### config.mk
export PLATFORM = sky130hd
export DESIGN_NAME = fifo_wr_arbiter
export DESIGN_NICKNAME = d
export VERILOG_FILES = /design/src/rtl/fifo_arb_pkg.sv /design/src/rtl/rr_pick.sv /design/src/rtl/fifo_wr_arbiter.sv
export SDC_FILE = /design/constraint.sdc
export NUM_CORES = 1
export LEC_CHECK = 0
export BUFFER_PORTS_ARGS = -buffer_cell sky130_fd_sc_hd__buf_4
export CORE_ASPECT_RATIO = 1.5
export CORE_UTILIZATION = 40
export CTS_BUF_LIST = sky130_fd_sc_hd__clkbuf_16
export CTS_CLUSTER_SIZE = 10
export DETAILED_ROUTE_END_ITERATION = 10
export GPL_ROUTABILITY_DRIVEN = 0
export PLACE_DENSITY = 0.67
export SLEW_MARGIN = 25
export SYNTH_ARGS = -nofsm -noshare
export SYNTH_HDL_FRONTEND = slang
export SYNTH_HIERARCHICAL = 1
export SYNTH_SLANG_ARGS = --single-unit
### constraint.sdc
create_clock -name clk_write -period 1.8 [get_ports clk_write]
set_input_delay 0.18 -clock clk_write [delete_from_list [all_inputs] [get_ports clk_write]]
set_output_delay 0.18 -clock clk_write [all_outputs]
set_load 0.01 [all_outputs]
### src/rtl/fifo_arb_pkg.sv
// Shared types and default sizing for the FIFO write-port arbiter.
package fifo_arb_pkg;

  localparam int unsigned NUM_REQ_DEF   = 4;
  localparam int unsigned DATA_W_DEF    = 8;
  localparam int unsigned BURST_LEN_DEF = 4;

  typedef enum logic [1:0] {
    IDLE  = 2'd0,
    BURST = 2'd1,
    STALL = 2'd2
  } arb_state_t;

endpackage

### src/rtl/rr_pick.sv
// Combinational round-robin select: first set req index after last_ptr, wrapping.
module rr_pick
  import fifo_arb_pkg::*;
#(
  parameter int unsigned NUM_REQ = NUM_REQ_DEF,
  parameter int unsigned IDX_W   = $clog2(NUM_REQ_DEF)
) (
  input  logic [NUM_REQ-1:0] req,
  input  logic [IDX_W-1:0]   last_ptr,
  output logic [IDX_W-1:0]   idx,
  output logic               valid
);

  always_comb begin
    logic [31:0] w_cand;
    idx    = '0;
    valid  = 1'b0;
    w_cand = '0;
    for (int unsigned off = 1; off <= NUM_REQ; off++) begin
      w_cand = (32'(last_ptr) + off) % NUM_REQ;
      if (!valid && req[w_cand[IDX_W-1:0]]) begin
        idx   = w_cand[IDX_W-1:0];
        valid = 1'b1;
      end
    end
  end

endmodule

### src/rtl/fifo_wr_arbiter.sv
// Burst round-robin arbiter sharing one FIFO write port among NUM_REQ producers,
// with full/almost_full stall handling and a registered write path.
module fifo_wr_arbiter
  import fifo_arb_pkg::*;
#(
  parameter int unsigned NUM_REQ   = NUM_REQ_DEF,
  parameter int unsigned DATA_W    = DATA_W_DEF,
  parameter int unsigned BURST_LEN = BURST_LEN_DEF
) (
  input  logic                        clk_write,
  input  logic                        rst,
  input  logic [NUM_REQ-1:0]          req,
  input  logic [NUM_REQ*DATA_W-1:0]   req_data,
  output logic [NUM_REQ-1:0]          gnt,
  input  logic                        full,
  input  logic                        almost_full,
  output logic [DATA_W-1:0]           data_in,
  output logic                        write_enable,
  output logic [$clog2(NUM_REQ)-1:0]  owner,
  output logic                        busy
);

  localparam int unsigned IDX_W = $clog2(NUM_REQ);
  localparam int unsigned BW    = $clog2(BURST_LEN) + 1;
  localparam logic [BW-1:0]    BEAT_LAST = BW'(BURST_LEN);
  localparam logic [IDX_W-1:0] PTR_INIT  = IDX_W'(NUM_REQ - 1);

  arb_state_t         r_state;
  logic [BW-1:0]      r_beat_cnt;
  logic [IDX_W-1:0]   r_last_ptr;

  logic               w_stall;
  logic               w_req_own;
  logic               w_beat;
  logic [IDX_W-1:0]   w_pick_idx;
  logic               w_pick_valid;
  logic [DATA_W-1:0]  w_sel_data;

  rr_pick #(
    .NUM_REQ (NUM_REQ),
    .IDX_W   (IDX_W)
  ) u_rr_pick (
    .req      (req),
    .last_ptr (r_last_ptr),
    .idx      (w_pick_idx),
    .valid    (w_pick_valid)
  );

  // Grant is combinational so the producer sees consumption in the same cycle.
  always_comb begin
    w_stall    = full | almost_full;
    w_req_own  = req[owner];
    w_beat     = (r_state == BURST) && w_req_own && !w_stall;
    w_sel_data = req_data[int'(owner)*DATA_W +: DATA_W];
    gnt        = '0;
    if (w_beat) gnt[owner] = 1'b1;
  end

  assign busy = (r_state != IDLE);

  always_ff @(posedge clk_write) begin
    if (rst) begin
      r_state      <= IDLE;
      r_beat_cnt   <= '0;
      r_last_ptr   <= PTR_INIT;
      owner        <= '0;
      data_in      <= '0;
      write_enable <= 1'b0;
    end else begin
      write_enable <= w_beat;
      if (w_beat) data_in <= w_sel_data;

      case (r_state)
        IDLE: begin
          if (w_pick_valid) begin
            owner      <= w_pick_idx;
            r_beat_cnt <= '0;
            r_state    <= BURST;
          end
        end
        BURST: begin
          if (!w_req_own) begin
            r_last_ptr <= owner;
            r_state    <= IDLE;
          end else if (w_stall) begin
            r_state <= STALL;
          end else begin
            r_beat_cnt <= r_beat_cnt + 1'b1;
            if (r_beat_cnt + 1'b1 == BEAT_LAST) begin
              r_last_ptr <= owner;
              r_state    <= IDLE;
            end
          end
        end
        STALL: begin
          if (!w_req_own) begin
            r_last_ptr <= owner;
            r_state    <= IDLE;
          end else if (!w_stall) begin
            r_state <= BURST;
          end
        end
        default: r_state <= IDLE;
      endcase
    end
  end

endmodule

### Yosys cells after proc, flatten, opt, wreduce, memory -nomap -nowiden

Index checks and enable logic that the tools add are counted.

| storage, ports and cells | value |
|---|---|
| register bits | 18 |
| input port bits | 40 |
| logic and storage cells | 85 |

| operators by class | value |
|---|---|
| add/sub/neg operators | 5 |
| reduce and logical (&&, ||, !) cells | 18 |
| magnitude comparators | 6 |
| equal/unequal tests | 11 |
| bitwise logic cells | 1 |
| multiplexer cells | 37 |
| shifts and indexed selects | 1 |

Operators with widths:

| kind | number |
|---|---|
| $shiftx 32x6->8 | 1 |
| $mux 2 | 14 |
| $lt 2x3->1 const B | 5 |
| $bmux 1 s2 | 5 |
| $mux 1 | 10 |
| $mux 3 | 3 |
| $reduce_and 4->1 | 2 |
| $logic_and 1x1->1 | 6 |
| $ne 2x2->1 const B | 3 |
| $ne 3x3->1 const B | 2 |
| $pmux 2 s3 | 1 |
| $pmux 3 s2 | 1 |
| $reduce_bool 2->1 | 3 |
| $add 2x1->2 const B | 2 |
| $add 2x2->2 const B | 2 |
| $logic_not 1->1 | 4 |
| $mux 4 | 1 |
| $ne 4x3->1 const B | 1 |
| $pmux 2 s2 | 1 |
| $add 3x1->3 const B | 1 |
| $eq 3x3->1 const B | 1 |
| $ne 3x2->1 const B | 1 |
| $reduce_and 3->1 | 1 |
| $demux 1 s2 | 1 |
| 7 further kinds | 7 |

### Depth between registers and ports, before layout

| depth | value |
|---|---|
| depth in word-level cells | 15 |
| gate-level depth with buffers | 6 |

### Modules after synthesis

The synthesis kept the hierarchy.

By module, submodules not included:

| module | cells an instance | area each (um^2) | instances | seq. area each (um^2) |
|---|---|---|---|---|
| fifo_wr_arbiter | 110 | 1147.4 | 1 | 360.3 |
| rr_pick | 14 | 91.3 | 1 | 0.0 |

### Worst setup path after synthesis

OpenSTA, ideal clock, no wires.

| timing | value |
|---|---|
| path kind | reg-to-output |
| start | reg owner[0] |
| end | out gnt[3] |
| cell stages (with the launch flop) | 6 |
| path slack | 0.121 ns |
| data required time | 1.620 ns |
| data arrival time | 1.499 ns |
| path through | dfxtp_1 buf_6 mux4_2 buf_6 buf_6 and4_1 |

| between the ends | value |
|---|---|
| cells in the longest elaborated chain, start to end | 5 |
| elaborated cells on any way between the ends | 10 |

Ends and longest elaborated chain:

| element | line | text |
|---|---|---|
| start: declaration | fifo_wr_arbiter.sv:19 | `output logic [$clog2(NUM_REQ)-1:0] owner,` |
| start signal: assignment | fifo_wr_arbiter.sv:76 | `owner <= w_pick_idx;` |
| $lt 2x3->1 (not written as such) (tied with other cells) | fifo_wr_arbiter.sv:56 | `if (w_beat) gnt[owner] = 1'b1;` |
| $logic_and 1x1->1 (not written as such) or $mux 1 (tied branches) | fifo_wr_arbiter.sv:56, fifo_wr_arbiter.sv:52 |  |
| $mux 1 (not written as such) or $logic_and 1x1->1 (tied branches) | fifo_wr_arbiter.sv:56, fifo_wr_arbiter.sv:53 |  |
| $demux 1 s2 or $logic_and 1x1->1 (tied branches) | fifo_wr_arbiter.sv:56, fifo_wr_arbiter.sv:53 |  |
| $mux 4 * | fifo_wr_arbiter.sv:56 |  |
| end: declaration | fifo_wr_arbiter.sv:14 | `output logic [NUM_REQ-1:0] gnt,` |

Mark *: on every way between the ends. The rest lies on a longest branch, timed or not. The select of a mux whose other input is x is not followed.

### Final worst setup path

Same ends and word-level chain as after synthesis.

==> impl_metrics.csv <==
group,metric,value,unit
synthesis,yosysWarnings,6,
timing,tns,0,ps
floorplanning,start_util,42.5,%
synthesis,syn_nets,166,
routing,drt_iter0_drc,12,
synthesis,syn_area,1240,um2
placement,io_buffer_count,55,
synthesis,yosysSeqAreaShare,29.1,%
timing,post-route-min-period,1740,ps
timing,worstMarginPinSlew,438,ps
timing,finalSetupViolCount,0,
hold_path,hp-class,"in -> reg",
synthesis,synth_seq_cells,18,
hold_path,min-delay-start,"rst",
run_status,status,"finished, final reports clean",
floorplanning,io-pin-count,56,
placement,hpwl,2400,um
worst_setup_path,rrSetupSlack,130,ps
worst_setup_path,critPathLaunchType,"flop",
global_routing,grt_start_max_net_pins,23,
clocking,cts_sinks,18,
floorplanning,coreArea,2910,um2
global_routing,gr-usage-met1,25.8,%
global_routing,grt_pass1_wl,5420,um
clocking,cts_buffers,3,
routing,via_per_inst,5.46,
clocking,cts_htree_levels,1,
clocking,hold_buffers,0,
global_routing,use_met2,36.4,%
global_routing,grt_overflow,0,
hold_path,hold_path_depth,2,
worst_setup_path,r2r-end,"data_in[1]$_SDFFE_PP0P_",
routing,postRouteAntennaNets,0,
worst_setup_path,r2r_cells,5,
run,cap_violations,0,
clocking,clk_pin_slew_worst_paths,50,ps
timing,rsz0062_at_grt,"false",
synthesis,syn_area_per_cell,9.99,um2
timing,hold_viol_final,0,
synthesis,synth_edf_count,0,
worst_setup_path,cp-end-kind,"primary output",
worst_setup_path,required,1620,ps
final_layout,mostFrequentLayoutCell,"buf_4",
final_layout,fin_util,61.0,%
hold_path,min_to,"data_in[3]$_SDFFE_PP0P_",
floorplanning,num_rows,24,
timing,post-route-period-util,96.5,%
floorplanning,die-area,3330,um2
global_routing,grt-busiest-layer,"met2",
global_routing,antenna_found_initial,0,
timing,drv_slew,0,
global_routing,grt_pass1_vias,1268,
final_layout,n_antenna_cell,0,
power,ir_drop,0.693,mV
routing,drc,0,
power,p_leak,0.771,nW
synthesis,synth_flop_cell,"dfxtp_1",
synthesis,ys_types,38,
clocking,cts_root_buffer,"clkbuf_16",
final_layout,mostFrequentLayoutCells,"61 x buf_4, 17 x dfxtp_1, 10 x nor2_1, 10 x a21oi_1, 9 x mux4_2",
synthesis,postSynthCellCount,124,
clocking,insertion_delay,250,ps
timing,fin_skew,1.58,ps
floorplanning,fp.dieW,47.4,um
worst_setup_path,r2r-start,"owner[0]$_SDFFE_PP0P_",
global_routing,grt_use_total,21.9,%
global_routing,grt_use_met3,3.10,%
worst_setup_path,critical_path_class,"reg -> out",
final_layout,layout-drive-gt1-share,47.8,%
worst_setup_path,critPathMaxFanout,5,
synthesis,synthArstFlopShare,0,%
routing,wirelength,3190,um
routing,post_drt_wl_per_cell,14.6,um
clocking,cts_tree,"yes",
final_layout,nets,223,
final_layout,area_growth,43.5,%
final_layout,fin_area,1780,um2
timing,max_freq,0.576,GHz
routing,via_count,1196,
worst_setup_path,crit_arrival,1560,ps
timing,relSlewSlack,70.7,%
routing,firstDrtPassIters,4,
clocking,cts_buffer_depth,2,
floorplanning,die_h,70.2,um
placement,place_area,1670,um2
power,power_density,742,nW/um2
[cell families after synthesis]
family                   count (synthesis)  synth area share [%]
buffers and inverters                   15                  7.27
XOR/XNOR                                 2                  1.41
adder cells (fa/ha/maj)                  2                  2.02
multiplexers                            14                  20.4
AND/OR/NAND/NOR                         42                  20.2
AO/OA/AOI/OAI                           31                  19.6
flip-flops                              18                  29.1
[through the flow]
step / power, W / hold WS (ps) / cells / worst slack (ps)
after floorplan: 0.000730 / 393 / 124 / 121
after global placement: 0.000847 / 495 / 212 / 197
after detailed placement: 0.000862 / 509 / 212 / 172
after CTS: 0.00133 / 261 / 219 / 52.4
after global routing: 0.00138 / 286 / 219 / 25.4
final: 0.00132 / 267 / 219 / 63.7
[critical path, stage by stage (launching register included)]
cell and delay (ps):
dfxtp_1 350, mux4_2 580, and4_1 240, buf_4 150
[cell usage after synthesis (all sizes together), types with 2 or more instances]
master  number  area, um2
nand2        2       7.51
dfxtp       18        360
nor4b        2       23.8
nand2b       5       31.3
inv          4       15.0
a21oi       11       58.8
nor2        10       37.5
xnor2        2       17.5
and4         2       17.5
a31oi        4       25.0
nor3b        4       30.0
ha           2       25.0
mux2i        5       50.1
a21bo        8       80.1
nand3        8       40.0
buf          9       67.6
clkbuf       2       7.51
nand4        2       12.5
nor2b        2       12.5
mux4         9        203
o211ai       2       20.0
[where the power goes]
| group | total [W] | switching [W] | internal [W] |
|---|---|---|---|
| Combinational | 0.000397 | 0.000173 | 0.000223 |
| Sequential | 0.000472 | 0.0000372 | 0.000434 |
| Clock | 0.000450 | 0.000155 | 0.000296 |
[registers in the layout (all words and copies together), names as in the netlist]
register      flops
write_enable      1
data_in           8
owner             2
r_beat_cnt        3
r_last_ptr        2
r_state           2
[layer usage]
layer	wire length, um	part of all wire (%)
met1	1280	40
met2	1670	52
met3	138	4.3
met4	106	3.3
met5	0	0
[worst max-delay path by stage]
stage                                       start                      end  slack [ps]
after floorplan             owner[0]$_SDFFE_PP0P_                   gnt[3]         120
after global placement      owner[0]$_SDFFE_PP0P_  data_in[1]$_SDFFE_PP0P_         200
after detailed placement    owner[0]$_SDFFE_PP0P_  data_in[0]$_SDFFE_PP0P_         170
after CTS                   owner[0]$_SDFFE_PP0P_                   gnt[2]          50
after global routing      r_state[1]$_SDFFE_PP0P_                   gnt[3]          30
final                       owner[0]$_SDFFE_PP0P_                   gnt[3]          60
[final cells by class]
cell class | count | area, um2
Inverter | 4 | 15.0
Sequential cell | 18 | 362
Fill cell | 260 | 1130
Clock inverter | 1 | 3.75
Tap cell | 39 | 48.8
Timing Repair Buffer | 63 | 474
Clock buffer | 3 | 75.1
Multi-Input combinational cell | 91 | 800
[timing repair]
item	4_1_cts	5_1_grt
pin swaps	1	1
gates cloned	1	0
gates resized for setup	1	2
endpoints found under the setup margin	4	1
buffers inserted	2	0
endpoints found under the hold margin	0	0
Note: power is estimated with default switching activity, not from simulation.
